<file path="src/rtl/alu_seq_pkg.sv">
// alu_seq_pkg: shared types and constants for the sequential ALU.
//   op_e     - 4-bit opcode encoding (11..15 illegal)
//   flags_t  - packed {N,V,C,Z} status flags
//   state_e  - control FSM states
//   Flag*    - bit positions of each flag inside flags_t
package alu_seq_pkg;

  typedef enum logic [3:0] {
    OpAdd  = 4'd0,
    OpSub  = 4'd1,
    OpAnd  = 4'd2,
    OpOr   = 4'd3,
    OpXor  = 4'd4,
    OpShl  = 4'd5,
    OpShr  = 4'd6,
    OpSlt  = 4'd7,
    OpSlts = 4'd8,
    OpSra  = 4'd9,
    OpMul  = 4'd10
  } op_e;

  typedef struct packed {
    logic n;
    logic v;
    logic c;
    logic z;
  } flags_t;

  typedef enum logic [0:0] {
    StIdle    = 1'b0,
    StMulBusy = 1'b1
  } state_e;

  localparam int unsigned FlagN = 3;
  localparam int unsigned FlagV = 2;
  localparam int unsigned FlagC = 1;
  localparam int unsigned FlagZ = 0;

endpackage

</file>
<file path="src/rtl/alu_seq_mul.sv">
// alu_seq_mul: iterative shift-add multiplier, one partial product per cycle.
// Returns the low WIDTH bits of the unsigned product a_i * b_i.
//   clk, rst   - clock, asynchronous active-high reset
//   start_i    - capture operands and perform the first iteration this edge
//   a_i, b_i   - operands (sampled only when start_i is high)
//   done_o     - all WIDTH iterations complete; product_o valid until next start
//   product_o  - low WIDTH bits of the product
// The first iteration runs on the start edge so that done_o is high in the
// cycle before edge start+WIDTH, letting the parent register the product on
// exactly that edge.
module alu_seq_mul #(
  parameter int unsigned WIDTH = 8
) (
  input  logic             clk,
  input  logic             rst,
  input  logic             start_i,
  input  logic [WIDTH-1:0] a_i,
  input  logic [WIDTH-1:0] b_i,
  output logic             done_o,
  output logic [WIDTH-1:0] product_o
);

  localparam int unsigned CntW = $clog2(WIDTH) + 1;

  logic [WIDTH-1:0] acc_q, acc_d;
  logic [WIDTH-1:0] mcand_q, mcand_d;
  logic [WIDTH-1:0] mplier_q, mplier_d;
  logic [CntW-1:0]  cnt_q, cnt_d;

  always_comb begin
    acc_d    = acc_q;
    mcand_d  = mcand_q;
    mplier_d = mplier_q;
    cnt_d    = cnt_q;
    done_o   = (cnt_q == CntW'(WIDTH));
    if (start_i) begin
      acc_d    = b_i[0] ? a_i : '0;
      mcand_d  = a_i << 1;
      mplier_d = b_i >> 1;
      cnt_d    = CntW'(1);
    end else if ((cnt_q != '0) && !done_o) begin
      acc_d    = acc_q + (mplier_q[0] ? mcand_q : '0);
      mcand_d  = mcand_q << 1;
      mplier_d = mplier_q >> 1;
      cnt_d    = cnt_q + CntW'(1);
    end
  end

  always_ff @(posedge clk or posedge rst) begin
    if (rst) begin
      acc_q    <= '0;
      mcand_q  <= '0;
      mplier_q <= '0;
      cnt_q    <= '0;
    end else begin
      acc_q    <= acc_d;
      mcand_q  <= mcand_d;
      mplier_q <= mplier_d;
      cnt_q    <= cnt_d;
    end
  end

  assign product_o = acc_q;

endmodule

</file>
<file path="src/rtl/alu_seq.sv">
// alu_seq: valid/ready ALU with a registered result stage.
// Single-cycle ops complete on the accept edge; MUL (when ALU_SEQ_MUL_EN is
// defined) runs an iterative multiplier and delivers WIDTH cycles after accept.
// Without ALU_SEQ_MUL_EN there is no FSM and opcode 10 is illegal.
//   clk, rst            - clock, asynchronous active-high reset
//   in_valid/in_ready   - request handshake; a, b, op captured on accept
//   out_valid/out_ready - result handshake; result/flags/out_err held while stalled
//   result              - registered result (WIDTH bits)
//   flags               - registered {N,V,C,Z}
//   out_err             - registered illegal-opcode indicator
// WIDTH must be a power of two and at least 4.
module alu_seq
  import alu_seq_pkg::*;
#(
  parameter int unsigned WIDTH = 8
) (
  input  logic             clk,
  input  logic             rst,
  input  logic             in_valid,
  output logic             in_ready,
  input  logic [WIDTH-1:0] a,
  input  logic [WIDTH-1:0] b,
  input  logic [3:0]       op,
  output logic             out_valid,
  input  logic             out_ready,
  output logic [WIDTH-1:0] result,
  output logic [3:0]       flags,
  output logic             out_err
);

  localparam int unsigned ShW = $clog2(WIDTH);

  logic             out_valid_q, out_valid_d;
  logic [WIDTH-1:0] result_q, result_d;
  flags_t           flags_q, flags_d;
  logic             out_err_q, out_err_d;

  logic             out_free;
  logic             accept;
  logic             load_alu;

  // Combinational single-cycle datapath
  logic [WIDTH:0]   sum;
  logic [WIDTH:0]   diff;
  logic [ShW-1:0]   shamt;
  logic [WIDTH-1:0] alu_res;
  flags_t           alu_flags;
  logic             alu_err;
  logic             alu_c;
  logic             alu_v;

  always_comb begin
    sum     = {1'b0, a} + {1'b0, b};
    diff    = {1'b0, a} - {1'b0, b};  // diff[WIDTH] is the unsigned borrow
    shamt   = b[ShW-1:0];
    alu_res = '0;
    alu_err = 1'b0;
    alu_c   = 1'b0;
    alu_v   = 1'b0;
    case (op)
      OpAdd: begin
        alu_res = sum[WIDTH-1:0];
        alu_c   = sum[WIDTH];
        alu_v   = (a[WIDTH-1] == b[WIDTH-1]) && (sum[WIDTH-1] != a[WIDTH-1]);
      end
      OpSub: begin
        alu_res = diff[WIDTH-1:0];
        alu_c   = diff[WIDTH];
        alu_v   = (a[WIDTH-1] != b[WIDTH-1]) && (diff[WIDTH-1] != a[WIDTH-1]);
      end
      OpAnd:  alu_res = a & b;
      OpOr:   alu_res = a | b;
      OpXor:  alu_res = a ^ b;
      OpShl:  alu_res = a << shamt;
      OpShr:  alu_res = a >> shamt;
      OpSlt:  alu_res = {{(WIDTH-1){1'b0}}, (a < b)};
      OpSlts: alu_res = {{(WIDTH-1){1'b0}}, ($signed(a) < $signed(b))};
      OpSra:  alu_res = $signed(a) >>> shamt;
`ifdef ALU_SEQ_MUL_EN
      OpMul:  alu_res = '0;  // product comes from alu_seq_mul, never from here
`endif
      default: alu_err = 1'b1;
    endcase
    alu_flags.n = alu_res[WIDTH-1];
    alu_flags.v = alu_v;
    alu_flags.c = alu_c;
    alu_flags.z = (alu_res == '0);
    // Illegal ops report all-zero flags even though result is zero
    if (alu_err) alu_flags = '0;
  end

`ifdef ALU_SEQ_MUL_EN
  state_e           state_q, state_d;
  logic             mul_start;
  logic             mul_done;
  logic             load_mul;
  logic [WIDTH-1:0] mul_product;

  alu_seq_mul #(
    .WIDTH(WIDTH)
  ) u_mul (
    .clk      (clk),
    .rst      (rst),
    .start_i  (mul_start),
    .a_i      (a),
    .b_i      (b),
    .done_o   (mul_done),
    .product_o(mul_product)
  );
`endif

  always_comb begin
    out_valid_d = out_valid_q;
    result_d    = result_q;
    flags_d     = flags_q;
    out_err_d   = out_err_q;
    out_free    = !out_valid_q || out_ready;
`ifdef ALU_SEQ_MUL_EN
    state_d   = state_q;
    in_ready  = (state_q == StIdle) && out_free;
    accept    = in_valid && in_ready;
    mul_start = accept && (op == OpMul);
    load_alu  = accept && !mul_start;
    // Hold the finished product inside the multiplier until the output frees
    load_mul  = (state_q == StMulBusy) && mul_done && out_free;
    unique case (state_q)
      StIdle:    if (mul_start) state_d = StMulBusy;
      StMulBusy: if (load_mul) state_d = StIdle;
      default:   state_d = StIdle;
    endcase
`else
    in_ready = out_free;
    accept   = in_valid && in_ready;
    load_alu = accept;
`endif
    if (out_valid_q && out_ready) out_valid_d = 1'b0;
    if (load_alu) begin
      out_valid_d = 1'b1;
      result_d    = alu_res;
      flags_d     = alu_flags;
      out_err_d   = alu_err;
    end
`ifdef ALU_SEQ_MUL_EN
    if (load_mul) begin
      out_valid_d = 1'b1;
      result_d    = mul_product;
      flags_d.n   = mul_product[WIDTH-1];
      flags_d.v   = 1'b0;
      flags_d.c   = 1'b0;
      flags_d.z   = (mul_product == '0);
      out_err_d   = 1'b0;
    end
`endif
  end

  always_ff @(posedge clk or posedge rst) begin
    if (rst) begin
      out_valid_q <= 1'b0;
      result_q    <= '0;
      flags_q     <= '0;
      out_err_q   <= 1'b0;
    end else begin
      out_valid_q <= out_valid_d;
      result_q    <= result_d;
      flags_q     <= flags_d;
      out_err_q   <= out_err_d;
    end
  end

`ifdef ALU_SEQ_MUL_EN
  always_ff @(posedge clk or posedge rst) begin
    if (rst) state_q <= StIdle;
    else     state_q <= state_d;
  end
`endif

  assign out_valid = out_valid_q;
  assign result    = result_q;
  assign flags     = flags_q;
  assign out_err   = out_err_q;

endmodule

</file>
<file path="config.mk">
export PLATFORM = sky130hd
export DESIGN_NAME = alu_seq
export DESIGN_NICKNAME = d
export VERILOG_FILES = /design/src/rtl/alu_seq_pkg.sv /design/src/rtl/alu_seq_mul.sv /design/src/rtl/alu_seq.sv
export SDC_FILE = /design/constraint.sdc
export NUM_CORES = 1
export LEC_CHECK = 0
export CAP_MARGIN = 20
export CORE_MARGIN = 2
export CORE_UTILIZATION = 51
export CTS_BUF_LIST = sky130_fd_sc_hd__clkbuf_4
export CTS_CLUSTER_DIAMETER = 80
export DETAILED_ROUTE_END_ITERATION = 10
export GPL_ROUTABILITY_DRIVEN = 1
export GPL_TIMING_DRIVEN = 0
export PLACE_DENSITY = 0.77
export SKIP_LAST_GASP = 1
export SLEW_MARGIN = 20
export SYNTH_ARGS = -nofsm -noshare
export SYNTH_HDL_FRONTEND = slang
export SYNTH_SLANG_ARGS = --single-unit
</file>
<file path="constraint.sdc">
create_clock -name clk -period 4 [get_ports clk]
set_input_delay 0.8 -clock clk [delete_from_list [all_inputs] [get_ports clk]]
set_output_delay 0.8 -clock clk [all_outputs]
set_load 0.01 [all_outputs]
</file>
# Word level (Yosys, flattened, before mapping)
# Index checks and enable logic that the tools add are counted.
[op_classes]
addsub = 2
magnitude_cmp = 2
eq_ne = 13
shifts = 3
n_mux = 7
bitwise = 3
n_reduce_logical = 10
[op_table]
columns = ["cell", "n"]
rows = [
  ["$pmux 8 s10", 1],
  ["$eq 4x3->1 const B", 4],
  ["$lt 8x8->1", 2],
  ["$reduce_or 10->1", 1],
  ["$add 8x8->9", 1],
  ["$sub 8x8->9", 1],
  ["$and 8x8->8", 1],
  ["$eq 4x2->1 const B", 2],
  ["$eq 4x4->1 const B", 2],
  ["$logic_not 8->1", 1],
  ["$or 8x8->8", 1],
  ["$shl 8x3->8", 1],
  ["$shr 8x3->8", 1],
  ["$sshr 8x3->8", 1],
  ["$xor 8x8->8", 1],
  ["$eq 4x1->1 const B", 1],
  ["$logic_and 1x1->1", 4],
  ["$logic_not 4->1", 1],
  ["$mux 4", 1],
  ["$pmux 1 s2", 2],
  ["$mux 1", 3],
  ["$ne 1x1->1", 3],
  ["$reduce_bool 2->1", 1],
  ["$eq 1x1->1", 1],
  ["other kinds (2)", 2],
]
[word_totals]
register_bits = 14
output_inout_bits = 15
word_cells = 47

# Longest topological paths before layout
[depth]
ltp_word = 5
depth_mapped = 11
mapped_depth_nobuf = 11

# Worst setup path after synthesis
# No wires, ideal clock.
[synth_path]
kind = "input to register"
startpoint = "input port b[1]"
endpoint = "register flags_q (netlist bit flags[0])"
t_arrival_ns = 3.158
required_time_ns = 3.908
path_slack_ns = 0.751
path_stages = 10
n_path_buf = 1
path_cell_list = "buf_2 -> inv_1 -> ha_1 -> o21ba_1 -> or4_4 -> and2_4 -> o31a_1 -> a211o_1 -> a21o_1 -> o31ai_2"
[synth_via]
elab_chain_len = 4
word_cells_on_any_way = 13
cone_classes = "2 x add/sub; 2 x order compare; 3 x shift; 2 x mux; 3 x bitwise; 1 x reduce/logical"
[synth_lines]
columns = ["element", "line_no", "rtl"]
rows = [
  ["from (decl)", "alu_seq.sv:22", "input logic [WIDTH-1:0] b,"],
  ["$sub 8x8->9 (tied with other cells)", "alu_seq.sv:54", "diff = {1'b0, a} - {1'b0, b};"],
  ["$pmux 8 s10 (*)", "alu_seq.sv:60", "case (op)"],
  ["$logic_not 8->1 (*)", "alu_seq.sv:87", "alu_flags.z = (alu_res == '0);"],
  ["$mux 4 (*)", "alu_seq.sv:89", "if (alu_err) alu_flags = '0;"],
  ["to (signal assigned)", "alu_seq.sv:165", "flags_q <= flags_d;"],
  ["to (decl)", "alu_seq.sv:35", "flags_t flags_q, flags_d;"],
]
# Every way passes the cells marked *; elsewhere a longest branch is shown, timed or not.
# A chain may end at the register's enable or synchronous reset.

# Worst setup path in the final report
[layout_path]
startpoint = "input port b[2]"
endpoint = "register flags_q (netlist bit flags[0])"
# Same word-level chain as after synthesis.

==> results.sh <==
export IMPL_status="complete, no violations"
export IMPL_critPathArrivalTime_ns=4.07
export IMPL_clkTransAtPathRegs_ns=0.07
export IMPL_cts_buffer_depth=2
export IMPL_dieHeight_um=72.13
export IMPL_post_dp_hpwl_um=5484
export IMPL_syn_avg_cell_area_um2=7.944
export IMPL_drt_iter0_markers=200
export IMPL_synth_nets=349
export IMPL_diodes=0
export IMPL_cts_tree="yes"
export IMPL_maxSlewViolCount=0
export IMPL_power_density_nw_per_um2=198.9
export IMPL_grt_pass1_vias=2310
export IMPL_rows=24
export IMPL_syn_cell_area_um2=2367
export IMPL_die_width_um=72.13
export IMPL_finClkSkew_ns=0.0008383
export IMPL_vias_per_cell=6.492
export IMPL_hold_depth=2
export IMPL_port_buffers=37
export IMPL_start_kind="input port"
export IMPL_final_antenna_net_count=0
export IMPL_area_growth_pct=21.72
export IMPL_max_cap_violations=0
export IMPL_crit_family="buffers and inverters"
export IMPL_power_leakage_nw=1.213
export IMPL_multi_input_area_um2=1859
export IMPL_synthArstFlopShare=1.000
export IMPL_dieArea_um2=5203
export IMPL_cts_buffers=3
export IMPL_synth_cell_type_count=59
export IMPL_seq_area_um2=350.3
export IMPL_max_freq_mhz=257.3
export IMPL_crit_type="input port to flop"
export IMPL_setup_viol=0
export IMPL_dr_pass1_iters=5
export IMPL_dpl_cell_count=387
export IMPL_worstPathRequired_ns=4.18
export IMPL_clk_latency_ns=0.27
export IMPL_synth_cells=298
export IMPL_wirelength_um=7077
export IMPL_grt_first_pass_wirelength_um=11250
export IMPL_drc=0
export IMPL_fin_cells=394
export IMPL_max_stage_delay_ns=0.71
export IMPL_fin_util=0.6528
export IMPL_ir_drop_mv=0.09036
export IMPL_clock_sinks=14
export IMPL_synth_seq_cells=14
export IMPL_crit_slowest_cell="clkdlybuf4s50_1"
export IMPL_clockRootBuffer="clkbuf_4"
export IMPL_path_buf_inv=2
export IMPL_min_period_over_period=0.9718
export IMPL_fin_crit_ns=3.887
export IMPL_hold_violations=0
export IMPL_initial_core_util=0.5363
export IMPL_grt_usage=0.2719
export IMPL_fillers=404
export IMPL_routedWlPerCell_um=17.96
export IMPL_core_area_um2=4414
export IMPL_ios=39
export IMPL_maxSlewHeadroom=0.1600
export IMPL_hold_class="flop to flop"
export IMPL_rsz0062_at_grt="no"
export IMPL_finalNetCount=395
export IMPL_h_tree_depth=1
export IMPL_ys_seq_area_frac=0.1480
export IMPL_crit_path_end_kind="flop"
export IMPL_critical_path_max_fanout=8
export IMPL_synth_edff_count=0
export IMPL_antenna_found_initial=0
export IMPL_tightest_slew_ns=1.248
export IMPL_cts_hold_buffers=0
export IMPL_hold_slack_ns=0.4792
export IMPL_place_gp_congestion=0.9602
export IMPL_r2r_cells=5
export IMPL_yosysWarnings=0
export IMPL_layout_drive_gt1_share=0.09649
export IMPL_cp_depth=9
export IMPL_path_cells="clkdlybuf4s50_1, clkinvlp_4, ha_1, or4_4, and2_4, a221o_1, a211oi_2, nand4_1, o31ai_2"
export IMPL_grt_ovfl_total=0
export IMPL_grt_start_max_net_pins=15
export IMPL_vias=2558
export IMPL_total_power_uw=573.1
export IMPL_synth_ff_type="dfrtp_1"
## metrics by stage
step / setup slack, ns / instance area (um^2) / TNS [ns]
2_1_floorplan: 0.7506 / 2367 / 0
3_3_place_gp: -0.4069 / 2803 / -1.013
3_5_place_dp: -0.4984 / 2809 / -1.401
4_1_cts: 0.0002545 / 2840 / 0
5_1_grt: 0.01274 / 2882 / 0
6_report: 0.1127 / 2882 / 0
## flip-flops by register name, indices dropped and copies added (netlist names)
signal	count
result	8
flags	4
out_err	1
out_valid	1
## routing by layer
layer | routed length [um] | global-route usage | part of all wire | up-vias
li1 | - | - | - | 1215
met1 | 3017 | 0.3727 | 0.43 | 1176
met2 | 3326 | 0.4577 | 0.47 | 151
met3 | 565 | 0.02222 | 0.080 | 16
met4 | 167 | 0.07966 | 0.024 | 0
met5 | 0 | 0 | 0 | -
## tightest hold or removal path: stages (launching register included)
cell and delay [ns]:
dfrtp_1 0.34, nand2_1 0.04, o21ai_0 0.06
## synth_stat cells (all sizes together) (3+ instances only)
cell | count | area share
o211ai | 8 | 0.025
mux2 | 3 | 0.014
a2111oi | 4 | 0.015
nand2b | 6 | 0.016
a21o | 4 | 0.013
ha | 25 | 0.13
a22o | 3 | 0.011
nor2 | 19 | 0.030
o31ai | 3 | 0.012
mux4 | 8 | 0.076
a211o | 4 | 0.015
o221ai | 3 | 0.011
o22ai | 3 | 0.0079
nor3 | 12 | 0.025
nand2 | 26 | 0.041
nand3b | 3 | 0.0095
buf | 5 | 0.011
a21oi | 15 | 0.032
a22oi | 3 | 0.0095
nand3 | 7 | 0.015
a211oi | 6 | 0.019
o21ai | 19 | 0.040
a31oi | 4 | 0.011
mux2i | 8 | 0.034
dfrtp | 14 | 0.15
clkbuf | 13 | 0.021
inv | 26 | 0.041
## area by class of cell
cell class	instances	area share
multi-input cells	239	0.6452
repair buffers	41	0.1398
flip-flops and latches	14	0.1216
inverters	27	0.03647
plain buffers	18	0.02649
well taps	52	0.02258
clock buffers	3	0.007816
## layout by cell type (no fill, tap or decap), drive strengths merged, types with 3 or more instances in the layout
cell,instances
a2111oi,4
a211o,4
a211oi,6
a21o,4
a21oi,15
a22o,3
a22oi,3
a31oi,4
buf,9
clkbuf,16
clkdlybuf4s50,36
dfrtp,14
ha,25
inv,26
mux2,3
mux2i,8
mux4,8
nand2,26
nand2b,6
nand3,7
nand3b,3
nor2,19
nor3,12
o211ai,8
o21ai,19
o221ai,3
o22ai,3
o31ai,3
## path summary, 6_finish.rpt
check,startpoint,to,slack [ns]
max in group asynchronous,rst,result[0]$_DFFE_PP0P_,2.81
min,result[2]$_DFFE_PP0P_,result[2]$_DFFE_PP0P_,0.48
min in group asynchronous,rst,out_err$_DFFE_PP0P_,0.85
max,b[2],flags[0]$_DFFE_PP0P_,0.11
max reg2reg,out_valid$_DFFE_PP0P_,flags[0]$_DFFE_PP0P_,2.44
min reg2reg,result[2]$_DFFE_PP0P_,result[2]$_DFFE_PP0P_,0.48
## logic make-up (layout without fill, tap and decap cells)
kind of cell / count (synthesis) / count (layout) / share of synthesized area
AND/OR/NAND/NOR: 96 / 96 / 0.2151
AO/OA/AOI/OAI: 95 / 95 / 0.2822
buffers and inverters: 45 / 89 / 0.07399
adder cells (fa/ha/maj): 27 / 27 / 0.1490
multiplexers: 19 / 19 / 0.1242
flip-flops: 14 / 14 / 0.1480
XOR/XNOR: 2 / 2 / 0.007401
## where the power goes
group	total (mW)	leakage [nW]	internal, mW	switching [mW]
sequential	0.169	0.180	0.160	0.00937
clock	0.0750	0.0138	0.0349	0.0401
combinational	0.329	1.02	0.151	0.178
total	0.573	1.21	0.345	0.228
## repair_timing
item,CTS,global route
endpoints found under the setup margin,1,3
gates resized for setup,3,3
endpoints found under the hold margin,0,0
buffers inserted,0,4
No activity file was read; power rests on OpenSTA's default activity.
